==> src/rtl/sram_pixel_unpacker.sv <==
// Pairs 16-bit SRAM words into 24-bit RGB pixels (optional grayscale), queues them in a FIFO.
// Build option: PIXEL_BIT_REPLICATE_EN selects MSB replication instead of zero padding on channel widening.
module sram_pixel_unpacker #(
    parameter int unsigned OUT_W = 10,
    parameter int unsigned DEPTH = 8
) (
    input  logic                     i_clk,
    input  logic                     i_rst_n,
    input  logic                     i_sof,
    input  logic                     i_gray,
    input  logic [15:0]              i_word,
    input  logic                     i_word_valid,
    output logic                     o_word_ready,
    output logic                     o_pix_valid,
    input  logic                     i_pix_ready,
    output logic [OUT_W-1:0]         o_red,
    output logic [OUT_W-1:0]         o_green,
    output logic [OUT_W-1:0]         o_blue,
    output logic [$clog2(DEPTH):0]   o_level
);

    localparam int unsigned AW       = $clog2(DEPTH);
    localparam logic [AW:0] LVL_FULL = DEPTH[AW:0];

    localparam logic [0:0] PH_WORD0 = 1'b0;
    localparam logic [0:0] PH_WORD1 = 1'b1;

    logic [0:0]    phase_q, phase_d;
    logic [12:0]   hold_q, hold_d;
    logic [AW-1:0] wr_ptr_q, wr_ptr_d;
    logic [AW-1:0] rd_ptr_q, rd_ptr_d;
    logic [AW:0]   level_q, level_d;
    logic [23:0]   mem_q [DEPTH];
    logic [23:0]   mem_d [DEPTH];

    logic          word_acc, push, pop;
    logic [7:0]    pix_r, pix_g, pix_b, gray_y;
    logic [9:0]    gray_sum;
    logic [23:0]   pix;
    logic [23:0]   head;
    logic          unused_word_bits;

    // Only the packed fields are kept; the remaining word bits carry no pixel data.
    assign unused_word_bits = ^{i_word[15], i_word[11:10], i_word[1:0]};

    assign o_word_ready = (phase_q == PH_WORD0) || (level_q < LVL_FULL);
    assign o_pix_valid  = (level_q != '0);
    assign o_level      = level_q;

    always_comb begin
        word_acc = i_word_valid && o_word_ready;
        push     = word_acc && (phase_q == PH_WORD1);
        pop      = o_pix_valid && i_pix_ready;

        pix_r    = hold_q[7:0];
        pix_g    = {hold_q[12:8], i_word[14:12]};
        pix_b    = i_word[9:2];
        gray_sum = {2'b00, pix_r} + {1'b0, pix_g, 1'b0} + {2'b00, pix_b};
        gray_y   = gray_sum[9:2];
        pix      = i_gray ? {gray_y, gray_y, gray_y} : {pix_r, pix_g, pix_b};

        phase_d  = phase_q;
        hold_d   = hold_q;
        wr_ptr_d = wr_ptr_q;
        rd_ptr_d = rd_ptr_q;
        level_d  = level_q;
        mem_d    = mem_q;

        // A start-of-frame discards any handshake completing in the same cycle.
        if (i_sof) begin
            phase_d  = PH_WORD0;
            wr_ptr_d = '0;
            rd_ptr_d = '0;
            level_d  = '0;
        end else begin
            if (word_acc) begin
                if (phase_q == PH_WORD0) begin
                    hold_d  = {i_word[14:10], i_word[9:2]};
                    phase_d = PH_WORD1;
                end else begin
                    phase_d = PH_WORD0;
                end
            end
            if (push) begin
                mem_d[wr_ptr_q] = pix;
                wr_ptr_d        = wr_ptr_q + AW'(1);
            end
            if (pop) begin
                rd_ptr_d = rd_ptr_q + AW'(1);
            end
            case ({push, pop})
                2'b10:   level_d = level_q + (AW+1)'(1);
                2'b01:   level_d = level_q - (AW+1)'(1);
                default: level_d = level_q;
            endcase
        end
    end

    always_ff @(posedge i_clk or negedge i_rst_n) begin
        if (!i_rst_n) begin
            phase_q  <= PH_WORD0;
            hold_q   <= '0;
            wr_ptr_q <= '0;
            rd_ptr_q <= '0;
            level_q  <= '0;
            for (int unsigned i = 0; i < DEPTH; i++) begin
                mem_q[i] <= '0;
            end
        end else begin
            phase_q  <= phase_d;
            hold_q   <= hold_d;
            wr_ptr_q <= wr_ptr_d;
            rd_ptr_q <= rd_ptr_d;
            level_q  <= level_d;
            mem_q    <= mem_d;
        end
    end

    assign head = mem_q[rd_ptr_q];

    generate
        if (OUT_W == 8) begin : g_ext_none
            assign o_red   = head[23:16];
            assign o_green = head[15:8];
            assign o_blue  = head[7:0];
        end else begin : g_ext_wide
`ifdef PIXEL_BIT_REPLICATE_EN
            assign o_red   = {head[23:16], head[23 -: OUT_W-8]};
            assign o_green = {head[15:8],  head[15 -: OUT_W-8]};
            assign o_blue  = {head[7:0],   head[7  -: OUT_W-8]};
`else
            assign o_red   = {head[23:16], {(OUT_W-8){1'b0}}};
            assign o_green = {head[15:8],  {(OUT_W-8){1'b0}}};
            assign o_blue  = {head[7:0],   {(OUT_W-8){1'b0}}};
`endif
        end
    endgenerate

endmodule

==> config.mk <==
export PLATFORM = sky130hd
export DESIGN_NAME = sram_pixel_unpacker
export DESIGN_NICKNAME = d
export VERILOG_FILES = /design/src/rtl/sram_pixel_unpacker.sv
export SDC_FILE = /design/constraint.sdc
export NUM_CORES = 1
export LEC_CHECK = 0
export ABC_AREA = 1
export CAP_MARGIN = 25
export CORE_MARGIN = 1
export CORE_UTILIZATION = 50
export DETAILED_ROUTE_END_ITERATION = 10
export PLACE_DENSITY = 0.77
export SYNTH_ARGS = -nofsm -noshare
export SYNTH_HDL_FRONTEND = slang
export SYNTH_SLANG_ARGS = --single-unit
==> constraint.sdc <==
create_clock -name i_clk -period 3.9 [get_ports i_clk]
set_input_delay 0.585 -clock i_clk [delete_from_list [all_inputs] [get_ports i_clk]]
set_output_delay 0.585 -clock i_clk [all_outputs]
set_load 0.01 [all_outputs]
== Word-level counts from Yosys, hierarchy flattened ==
Cells that the tools add are included.

* Output and inout port bits: 36
* Bits in registers: 216
* Input port bits: 22
* Logic and storage cells: 57

* $lt $le $gt $ge: 4
* Reductions and logical operators: 12
* Multiplexer cells: 16
* Eq/ne operators: 2
* $add $sub $neg: 6
* Bitwise operators: 4

{| class="wikitable"
|+ Operators by type and width
! cell !! count
|-
| 192-bit bitwise mux || 1
|-
| 24-bit 2-to-1 mux || 4
|-
| 24-bit binary-select mux with 3-bit select || 1
|-
| 24-bit demux with 3-bit select || 1
|-
| 3-bit 2-to-1 mux || 4
|-
| 10-bit by 8-bit adder with 10-bit output || 1
|-
| 8-bit by 9-bit adder with 10-bit output || 1
|-
| 4-bit greater-or-equal comparator, second input constant || 2
|-
| 3-bit inverter with 4-bit output || 2
|-
| 4-bit case mux with 2 select lines || 1
|-
| 3-bit by 1-bit adder with 3-bit output, second input constant || 2
|-
| 2-bit nonzero test || 3
|-
| 4-bit by 1-bit adder with 4-bit output, second input constant || 1
|-
| 1-bit logical AND || 4
|-
| 4-bit by 1-bit < comparator with 1-bit output, second input constant || 1
|-
| 4-bit < comparator, second input constant || 1
|-
| 4-bit 2-to-1 mux || 1
|-
| 4-bit nonzero test || 1
|-
| 4-bit by 1-bit subtractor with 4-bit output, second input constant || 1
|-
| 1-bit 2-to-1 mux || 3
|-
| 3-bit AND reduction || 1
|-
| 3-bit nonzero test || 1
|-
| 2-bit by 1-bit equality test with 1-bit output, second input constant || 1
|-
| 2-bit equality test, second input constant || 1
|-
| other kinds (3) || 4
|}

== Logic depth before layout (Yosys ltp) ==
* Depth after elaboration: 7
* Gate-level depth with buffers: 14
* Depth with buffers taken out: 14

== Worst setup path before layout ==
OpenSTA, ideal clock, no wires.

* Path kind: input to register
* Start: input port i_word[3]
* End: register mem_q[32] (netlist name)
* Data arrival time: 2.512 ns
* Path buffers: 1
* Data required time: 3.824 ns
* Setup time: 0.076 ns
* Slack: 1.312 ns
* Stages: 10
* Cells stage by stage: inv_1 -> fa_1 -> inv_1 -> nand3_1 -> fa_1 -> or2_2 -> buf_1 -> o21ai_1 -> nand2_1 -> o21ai_1

* Cells in the longest elaborated chain, start to end: 3

{| class="wikitable"
|+ RTL lines
! what !! RTL line !! RTL
|-
| start: declaration || 11 || <nowiki>input logic [15:0] i_word,</nowiki>
|-
| 10-bit by 8-bit adder with 10-bit output || 58 || <nowiki>gray_sum = {2'b00, pix_r} + {1'b0, pix_g, 1'b0} + {2'b00, pix_b};</nowiki>
|-
| 24-bit 2-to-1 mux || 60 || <nowiki>pix = i_gray ? {gray_y, gray_y, gray_y} : {pix_r, pix_g, pix_b};</nowiki>
|-
| 192-bit bitwise mux || 85 || <nowiki>mem_d[wr_ptr_q] = pix;</nowiki>
|-
| end signal: assignment || 115 || <nowiki>mem_q <= mem_d;</nowiki>
|-
| end: declaration || 33 || <nowiki>logic [23:0] mem_q [DEPTH];</nowiki>
|}

No other way between the ends.
A chain may end at the register's enable or synchronous reset.

== Worst setup path in the final report ==
* Start: register rd_ptr_q[1]
* End: output port o_blue[4]

* Cells in the longest elaborated chain, start to end: 4

{| class="wikitable"
|+ RTL lines
! what !! RTL line !! RTL
|-
| start: declaration || 31 || <nowiki>logic [AW-1:0] rd_ptr_q, rd_ptr_d;</nowiki>
|-
| start signal: assignment || 113 || <nowiki>rd_ptr_q <= rd_ptr_d;</nowiki>
|-
| 3-bit inverter with 4-bit output (implied by the code) || 119 || <nowiki>assign head = mem_q[rd_ptr_q];</nowiki>
|-
| 24-bit binary-select mux with 3-bit select || 119 ||
|-
| 24-bit 2-to-1 mux (implied by the code) (2 in a row) || 119 ||
|-
| end: declaration || 18 || <nowiki>output logic [OUT_W-1:0] o_blue,</nowiki>
|}

No other way between the ends. The select of a mux whose other input is x is not followed.

==> flow_summary.ini <==
[pwr]
p_clk_share_pct = 31.0
peakVddDrop_mv = 0.381
sw_frac_of_total_pct = 35.7
p_int_mw = 5.09
power_frac_seq_pct = 34.1
power_density_mw_per_mm2 = 646
power_frac_comb_pct = 34.8
switchingPower_mw = 2.83
power.leakage_nw = 6.46

[grt]
use_met3_pct = 3.27
top_usage_layer = met2
grtUsageMet1_pct = 38.6
overflow = 0
grt_usage_pct = 27.0
grt_pass1_vias = 8989
antenna_found_initial = 0
gr-usage-met2_pct = 42.8
grt_max_degree = 97
grt_pass1_wl_um = 47200

[sta]
setup_viol = 0
finalSetupTns_ns = 0
slew_viol_final = 0
timing.final.crit_period_ns = 3.47
rsz0062_at_grt = no
min_period_over_period_pct = 88.9
hold_viol = 0
holdWs_ns = 0.0432
fmax_ghz = 0.289
tightestPinTransition_ns = 0.893
relSlewSlack_pct = 40.1
fin_ws_ns = 0.434
skew_ns = 0.0130

[critical_path]
worst_setup_path_start_kind = flop
path_class = flop to primary output
cp_cell_sequence = inv_1, buf_4, o21ai_0, o22ai_1, nor2_1, a31oi_1, clkdlybuf4s50_1
timing.rr.end = mem_q[74]$_DFFE_PN0P_
end_kind = primary output
crit_path_max_incr_delay_ns = 0.62
ff2ff_setup_slack_ns = 1.07
cp.depth = 7
timing.rr.start = hold_q[3]$_DFFE_PN0P_
worst-path-buf-inv = 3
crit_slowest_cell = clkdlybuf4s50_1
crit_fanout = 49
critPathTopFamily = buffers and inverters
reg2reg_depth = 8
worstPathRequired_ns = 3.31
critical_path_arrival_ns = 2.88

[synthesis]
yosys_warnings = 0
ys_top_cells_by_count = 561 x nand2_1, 216 x dfrtp_1, 140 x nor2_1, 135 x o21ai_0, 68 x inv_1
synth_xor_area_share_pct = 0.0808
synth-compound-area-share_pct = 12.4
synth_adder_area_share_pct = 2.75
synth-edff-count = 0
synth.most_common_cell = nand2_1
async_flop_share_pct = 100
synth_area_leaders = dfrtp_1 50%, nand2_1 19%, o21ai_0 6.2%
syn_area_per_cell_sq_um = 7.76
netlist_instances = 1396
yosys_register_bits = 216
synth_top_area_cell = dfrtp_1
yosysSeqAreaShare_pct = 49.9
synth_top_family_by_area = simple AND/OR/NAND/NOR gates
netlist.area_leader.share_pct = 49.9
yosys.area_share.simple_pct = 27.2
syn_area_sq_mm = 0.0108
ys.flop_type = dfrtp_1
synth.distinct_cells = 33
muxShareOfSynthArea_pct = 0.623

[final_layout]
drive_gt1_share_pct = 6.91
areaGrowthSynthToFinish_pct = 13.2
multi_input_area_sq_mm = 0.00468
design_area_sq_mm = 0.0123
fillers = 1874
register_area_sq_mm = 0.00541
final_nets = 1455
insertedDiodeCount = 0

[placed_design]
pre_cts_ws_ns = -0.0499
placement.cell_area_sq_mm = 0.0114
gp_congestion = 0.828
dp_hpwl_um = 17100
port_buffers = 48

[route]
ant_nets = 0
drt-wirelength-per-cell_um = 16.9
drtIter0Drc = 902
drc_errors = 0
wl_um = 28800
via_count = 9535
viasPerCell = 5.59
drt-pass1-iter-count = 5

[die]
die_h_um = 149
dieWidth_um = 149
num_rows = 53
die-area_sq_mm = 0.0223
core_sq_mm = 0.0212
start_util_pct = 51.2
ios = 58

[clocking]
clk_path_buf_depth = 3
cts_hold_buffers = 0
cts_made_buffers = 24
numClockSinks = 216
insertion_delay_ns = 0.52
postCtsResizedCells = 0
path_clk_slew_ns = 0.06
cts_htree_levels = 1
cts_tree = done
root_buffer = clkbuf_16
cts_setup_buffers = 0

[outcome]
status = complete, no violations

[flow_run]
max_cap_viol_count = 0

[min_path]
hp-class = primary input to asynchronous set/reset pin
==> layer usage <==
| metal | up-vias | share of wire [%] | wire [um] |
|---|---|---|---|
| met2 | 419 | 46 | 13400 |
| met5 | - | 0 | 0 |
| met3 | 60 | 7.9 | 2280 |
| met1 | 4595 | 43 | 12500 |
| met4 | 0 | 2.3 | 674 |
| li1 | 4461 | - | - |
==> registers in the layout, indices dropped and copies added, names as in the netlist <==
signal	count
wr_ptr_q	3
mem_q	192
o_level	4
rd_ptr_q	3
phase_q	1
hold_q	13
==> power groups by stage <==
stage | Sequential [mW] | Clock [mW] | Combinational [mW]
global placement | 2.73 | 0 | 2.66
global route | 2.74 | 2.58 | 3.07
CTS | 2.70 | 2.49 | 2.73
detailed placement | 2.73 | 0 | 2.71
floorplan | 2.70 | 0 | 1.70
finish | 2.71 | 2.46 | 2.76
==> how the worst max path moves through the flow <==
stage / from / end / slack [ns]
after floorplan: i_word[3] / mem_q[32]$_DFFE_PN0P_ / 1.31
after global placement: i_word[6] / mem_q[123]$_DFFE_PN0P_ / 0.008
after detailed placement: i_word[6] / mem_q[123]$_DFFE_PN0P_ / -0.05
after CTS: i_word[6] / mem_q[123]$_DFFE_PN0P_ / 0.48
after global routing: rd_ptr_q[1]$_DFFE_PN0P_ / o_blue[4] / 0.39
final: rd_ptr_q[1]$_DFFE_PN0P_ / o_blue[4] / 0.43
==> area by class of cell <==
type / count / area share [%]
Timing Repair Buffer: 67 / 5.32
Sequential cell: 216 / 44.1
Multi-Input combinational cell: 1023 / 38.2
Clock buffer: 30 / 5.58
Clock inverter: 14 / 1.51
Inverter: 82 / 2.55
Tap cell: 275 / 2.80
==> per-stage QoR <==
| step | power [mW] | utilization, % | instances |
|---|---|---|---|
| floorplan | 4.40 | - | 1401 |
| global placement | 5.38 | 53.8 | 1662 |
| detailed placement | 5.44 | 53.8 | 1662 |
| CTS | 7.93 | 58.0 | 1706 |
| global route | 8.39 | 58.0 | 1707 |
| finish | 7.93 | 58.0 | 1707 |
==> kinds of logic after synthesis <==
logic type	Yosys count
simple gates	737
fa+ha+maj	19
buf+inv	162
xor+xnor	1
compound gates	254
mux	6
other cells	1
flops	216
==> cell usage in the layout, fill, tap and decap left out, types with 6 or more instances in the layout <==
master / count
inv_2: 12
conb_1: 6
fa_1: 8
dfrtp_1: 215
o21ai_1: 25
o22ai_1: 15
nand2_1: 561
a21oi_1: 40
clkdlybuf4s50_1: 47
inv_1: 67
buf_4: 16
mux2_2: 6
nand4_1: 6
ha_1: 11
a31oi_1: 37
clkbuf_16: 25
nor2_1: 140
o21ai_0: 135
nand3_1: 12
nor2_8: 6
==> worst reg2reg max path: stages, from the launching register on <==
cell     delay (ns)
dfrtp_1        0.42
fa_1           0.44
ha_1           0.40
nand2_1        0.07
o21ai_0        0.44
o21ai_0        0.27
o21ai_1        0.47
nand2_1        0.15
nand2_1        0.11
Note: power is estimated with default switching activity, not from simulation.
